## src/rtl/ddr_word_tx.sv

```systemverilog
// ---------------------------------------------------------------------------
// ddr_word_tx
//   Dual-edge serial word transmitter. A parallel word taken over a
//   valid/ready handshake is shifted out MSB-first on one data line, one bit
//   per clock edge (two bits per cycle). Words can stream back-to-back with
//   no gap; dframe marks the cycles that carry word bits.
//
// Ports
//   clk       system clock, both edges used
//   rst       asynchronous reset, active-low
//   in_data   word to transmit, sampled on an accepting posedge
//   in_valid  in_data is valid
//   in_ready  a word can be accepted at this posedge (state/cnt only)
//   dout      DDR serial data, changes just after either clock edge
//   dframe    high while dout carries word bits, posedge-timed
// ---------------------------------------------------------------------------
module ddr_word_tx #(
  parameter int WIDTH = 16
) (
  input  logic             clk,
  input  logic             rst,
  input  logic [WIDTH-1:0] in_data,
  input  logic             in_valid,
  output logic             in_ready,
  output logic             dout,
  output logic             dframe
);

  localparam int HALF  = WIDTH / 2;
  localparam int CNT_W = (HALF > 1) ? $clog2(HALF) : 1;
  localparam logic [CNT_W-1:0] CNT_LAST = CNT_W'(HALF - 1);
  localparam logic [CNT_W-1:0] CNT_ZERO = {CNT_W{1'b0}};
  localparam logic [CNT_W-1:0] CNT_ONE  = CNT_W'(1);

  typedef enum logic [0:0] {
    IDLE  = 1'b0,
    SHIFT = 1'b1
  } state_t;

  state_t           state_r;
  state_t           state_nxt_s;
  logic [CNT_W-1:0] cnt_r;
  logic [WIDTH-1:0] shreg_r;
  logic             p_r;         // posedge half of the XOR pair
  logic             n_r;         // negedge half of the XOR pair
  logic             neg_bit_r;   // bit due on the coming negedge
  logic             dframe_r;
  logic             cnt_last_s;
  logic             in_ready_s;
  logic             accept_s;
  logic             pos_target_s;
  logic             neg_target_s;

  assign cnt_last_s = (cnt_r == CNT_LAST);
  assign accept_s   = in_valid & in_ready_s;

  // FSM state register
  always_ff @(posedge clk or negedge rst) begin
    if (!rst) begin
      state_r <= IDLE;
    end else begin
      state_r <= state_nxt_s;
    end
  end

  // FSM next-state logic
  always_comb begin
    state_nxt_s = state_r;
    case (state_r)
      IDLE: begin
        if (in_valid) begin
          state_nxt_s = SHIFT;
        end else begin
          state_nxt_s = IDLE;
        end
      end
      SHIFT: begin
        // Last bit pair of the word: reload if a word is waiting, else stop.
        if (cnt_last_s && !in_valid) begin
          state_nxt_s = IDLE;
        end else begin
          state_nxt_s = SHIFT;
        end
      end
      default: state_nxt_s = IDLE;
    endcase
  end

  // FSM output logic: ready depends on state and cnt only, never on in_valid
  always_comb begin
    in_ready_s = 1'b0;
    case (state_r)
      IDLE:    in_ready_s = 1'b1;
      SHIFT:   in_ready_s = cnt_last_s;
      default: in_ready_s = 1'b0;
    endcase
  end

  // Bit-pair counter and shift register
  always_ff @(posedge clk or negedge rst) begin
    if (!rst) begin
      cnt_r   <= CNT_ZERO;
      shreg_r <= {WIDTH{1'b0}};
    end else if (accept_s) begin
      cnt_r   <= CNT_ZERO;
      shreg_r <= in_data;
    end else if ((state_r == SHIFT) && !cnt_last_s) begin
      cnt_r   <= cnt_r + CNT_ONE;
      shreg_r <= {shreg_r[WIDTH-3:0], 2'b00};
    end else begin
      cnt_r   <= cnt_r;
      shreg_r <= shreg_r;
    end
  end

  // Bits due this cycle: top pair of the shift register while shifting, else idle low
  always_comb begin
    pos_target_s = 1'b0;
    neg_target_s = 1'b0;
    if (state_r == SHIFT) begin
      pos_target_s = shreg_r[WIDTH-1];
      neg_target_s = shreg_r[WIDTH-2];
    end else begin
      pos_target_s = 1'b0;
      neg_target_s = 1'b0;
    end
  end

  // Posedge half: P is chosen so that P ^ N equals the posedge bit
  always_ff @(posedge clk or negedge rst) begin
    if (!rst) begin
      p_r       <= 1'b0;
      neg_bit_r <= 1'b0;
      dframe_r  <= 1'b0;
    end else begin
      p_r       <= pos_target_s ^ n_r;
      // Captured here because the shift register moves on at this same edge.
      neg_bit_r <= neg_target_s;
      dframe_r  <= (state_r == SHIFT);
    end
  end

  // Negedge half: N is chosen so that P ^ N equals the negedge bit
  always_ff @(negedge clk or negedge rst) begin
    if (!rst) begin
      n_r <= 1'b0;
    end else begin
      n_r <= neg_bit_r ^ p_r;
    end
  end

  assign in_ready = in_ready_s;
  assign dout     = p_r ^ n_r;   // each flop toggles only after its own edge: no glitch
  assign dframe   = dframe_r;

endmodule

```

## config.mk

```make
export PLATFORM = sky130hd
export DESIGN_NAME = ddr_word_tx
export DESIGN_NICKNAME = d
export VERILOG_FILES = /design/src/rtl/ddr_word_tx.sv
export SDC_FILE = /design/constraint.sdc
export NUM_CORES = 1
export LEC_CHECK = 0
export BUFFER_PORTS_ARGS = -buffer_cell sky130_fd_sc_hd__buf_2
export CORE_MARGIN = 4
export CORE_UTILIZATION = 45
export DETAILED_ROUTE_END_ITERATION = 8
export GPL_TIMING_DRIVEN = 0
export HOLD_SLACK_MARGIN = 0.05
export MAX_ROUTING_LAYER = met4
export PLACE_DENSITY = 0.67
export SYNTH_ARGS = -nofsm -noshare
export SYNTH_HDL_FRONTEND = slang
export SYNTH_SLANG_ARGS = --single-unit
```

## constraint.sdc

```tcl
create_clock -name clk -period 2.9 [get_ports clk]
set_input_delay 0.58 -clock clk [delete_from_list [all_inputs] [get_ports clk]]
set_output_delay 0.58 -clock clk [all_outputs]
set_load 0.02 [all_outputs]
```

==> impl_metrics.ini <==
[floorplanning]
floorplan.rows = 17
core_region_area_um2 = 2300
die_x_um = 58.2
dieArea_um2 = 3390
die_height_um = 58.2
starting_density_of_the_core_pct = 49.4
count_of_pins_on_the_block_boundary = 22

[flow_run]
max-cap-violations = 0

[route]
detailroute.wirelength.met2_um = 900
wl_per_cell_um = 13.9
wl_met1_um = 750
wirelength_mm = 1.78
dr_wl_met3_um = 110
drt.antenna.violating_nets = 0
total_via_count_after_detailed_routing = 648
drt_pass1_iterations = 3
vias_per_cell = 5.06
drt_first_iter_violations = 5
topRoutingLayerUsed = met4
drcViolationCount = 0

[yosys]
synth_enable_flop_cells = 0
synth.top_cells.by_count = 23 x dfrtp_1, 23 x mux2_2, 7 x mux2_4, 3 x mux2i_1
synth-seq-cells = 24
synth_top_cell_area_share_pct = 50.7
share_of_the_yosys_chip_area_belonging_to_registers_pct = 52.9
cell_taking_the_most_area_after_synthesis = dfrtp_1
synth_area_leaders = dfrtp_1 51%, mux2_2 23%, mux2_4 9.3%
synth_area_per_cell_um2 = 15.1
yosys.cell_types.count = 17
synth.yosys.warnings = 0
synthCells = 75
synthArstFlopShare_pct = 100
synth_area_um2 = 1130
postSynth.topFlopCell = dfrtp_1
syn-num-nets = 96

[timing]
setup_violations = 1
finalHoldViolations = 0
layout_setup_ws_ns = -0.167
worst_hold_slack_ns = 0.207
relSlewSlack_pct = 65.8
max_slew_vio_count = 0
layout_skew_ns = 0.0100
actual_transition_at_the_worst_max_transition_pin_ns = 0.512
grt_setup_unrepaired = true

[worst_setup_path]
crit_path_top_delay_cell = dfrtn_1
worstPathRequired_ns = 2.32
cp-end-kind = primary output
cp_max_fo = 2
timing.setup.critical_path_class = reg2out
startpoint_type = register
crit_chain = xor2_1 -> buf_4
cpPeakStageDelay_ns = 0.44
worst-endpoint-arrival_ns = 2.49

[place]
place_congestion = 0.689
io_buffer_count = 20
dp.final_hpwl_mm = 1.31
detailed_place.area_um2 = 1270

[status]
violations_in_the_final_reports = setup timing
run_status = complete, but fails checks

[clock_network]
clkSinkCount = 24
clock_tree_from_tritoncts = built
cts_inserted_buffers = 3
clk_pin_slew_worst_setup_hold_paths_ns = 0.13
htree_num_levels = 1
clk_path_buf_depth = 2
clockRootBuffer = clkbuf_4
clock_insertion_delay_worst_skew_ns = 0.32

[finish]
finish.instance_area_um2 = 1330
final.fill_count = 196
multiInputGateArea_um2 = 498
flow.area_growth_from_synthesis_pct = 17.4
area.sequential_um2 = 601
n_antenna_cell = 0
design.final.nets = 122
layout-drive-gt1-share_pct = 60.0

[grt]
via_count_of_the_first_global_routing_pass = 677
grt.total_usage_pct = 12.9
antenna_found_initial = 0
grt_pass1_wl_mm = 3.21
grt_max_degree = 25
grt_total_ovfl = 0

[pwr]
power.ir.vdd_worst_mv = 0.660
power_density_nw_per_um2 = 978
leakagePower_uw = 0.000656

[worst_hold_path]
worst_hold_path_type = in2async
==> per-stage QoR <==
step / instances / total power, uW / utilization, % / TNS (ns) / setup slack, ns
2_1_floorplan: 75 / 945 / - / 0 / 0.0870
3_3_place_gp: 123 / 1030 / 55.3 / 0 / 0.135
3_5_place_dp: 123 / 1060 / 55.3 / 0 / 0.135
4_1_cts: 128 / 1320 / 58.0 / -0.184 / -0.184
5_1_grt: 128 / 1400 / 58.0 / -0.222 / -0.222
6_report: 128 / 1300 / 58.0 / -0.167 / -0.167
==> critical path: cells and delay by family, from the launching register on <==
family                 cells  cell delay (ns)
flip-flops                 1             0.44
buffers and inverters      1             0.15
XOR/XNOR                   1             0.14
==> metal layers <==
metal	GRT usage, %	up-vias
met2	20.2	15
met3	4.68	2
met1	16.1	325
li1	-	306
met4	2.98	0
met5	-	-
==> cells by family (layout without fill, tap and decap cells) <==
group | Yosys count | after routing | share of synthesized area, %
xor gates and xnor gates | 3 | 3 | 2.32
adders and majority gates | 2 | 2 | 2.20
buffers and inverters | 4 | 29 | 3.20
DFF | 24 | 24 | 52.9
muxes | 33 | 33 | 34.7
and+or+nand+nor | 9 | 9 | 4.63
==> flip-flops by register name (all words and copies together) (netlist names) <==
name / count
neg_bit_r: 1
n_r: 1
dframe: 1
cnt_r: 3
p_r: 1
state_r: 1
shreg_r: 16
==> layout by cell type (no fill, tap or decap) <==
cell type  synthesis  routed
and2_1             1       1
clkbuf_4           0       3
xnor2_1            1       1
mux2_2            23      23
xor2_1             2       2
dfrtn_1            1       1
buf_4              1       3
buf_2              0      19
and2b_4            1       1
nand2_1            1       1
mux2i_1            3       3
nand2b_1           2       2
mux2_4             7       7
nor2b_1            2       2
ha_1               2       2
nor2_1             2       2
inv_4              1       1
buf_6              2       2
bufinv_16          0       1
dfrtp_1           23      23
==> repair_timing <==
action | CTS | global route
gates resized for setup | 1 | 0
endpoints found under the setup margin | 1 | 1
setup buffers | 1 | 0
pin swaps | 0 | 0
hold buffers | 0 | 0
==> layout make-up <==
class | count | area share (%)
clock inverters | 1 | 2.25
plain buffers | 3 | 2.25
flip-flops and latches | 24 | 45.1
inverters | 1 | 0.469
repair buffers | 21 | 8.26
multi-input cells | 47 | 37.4
clock buffers | 3 | 1.69
well taps | 28 | 2.63
==> final timing paths <==
path                       startpoint  cells past startpoint  slack (ns)     endpoint
max                               n_r                      2       -0.17         dout
min                               rst                      1        0.21  shreg_r[14]
max reg2reg                       p_r                      1        0.72          n_r
min reg2reg                   state_r                      0        0.45       dframe
max in group asynchronous         rst                      1        0.97          n_r
min in group clk              state_r                      0        0.45       dframe
==> report_power, final <==
group / switching [uW] / internal [uW]
combinational: 206 / 321
sequential: 68.6 / 468
clock: 99.1 / 140
Note: power is estimated with default switching activity, not from simulation.
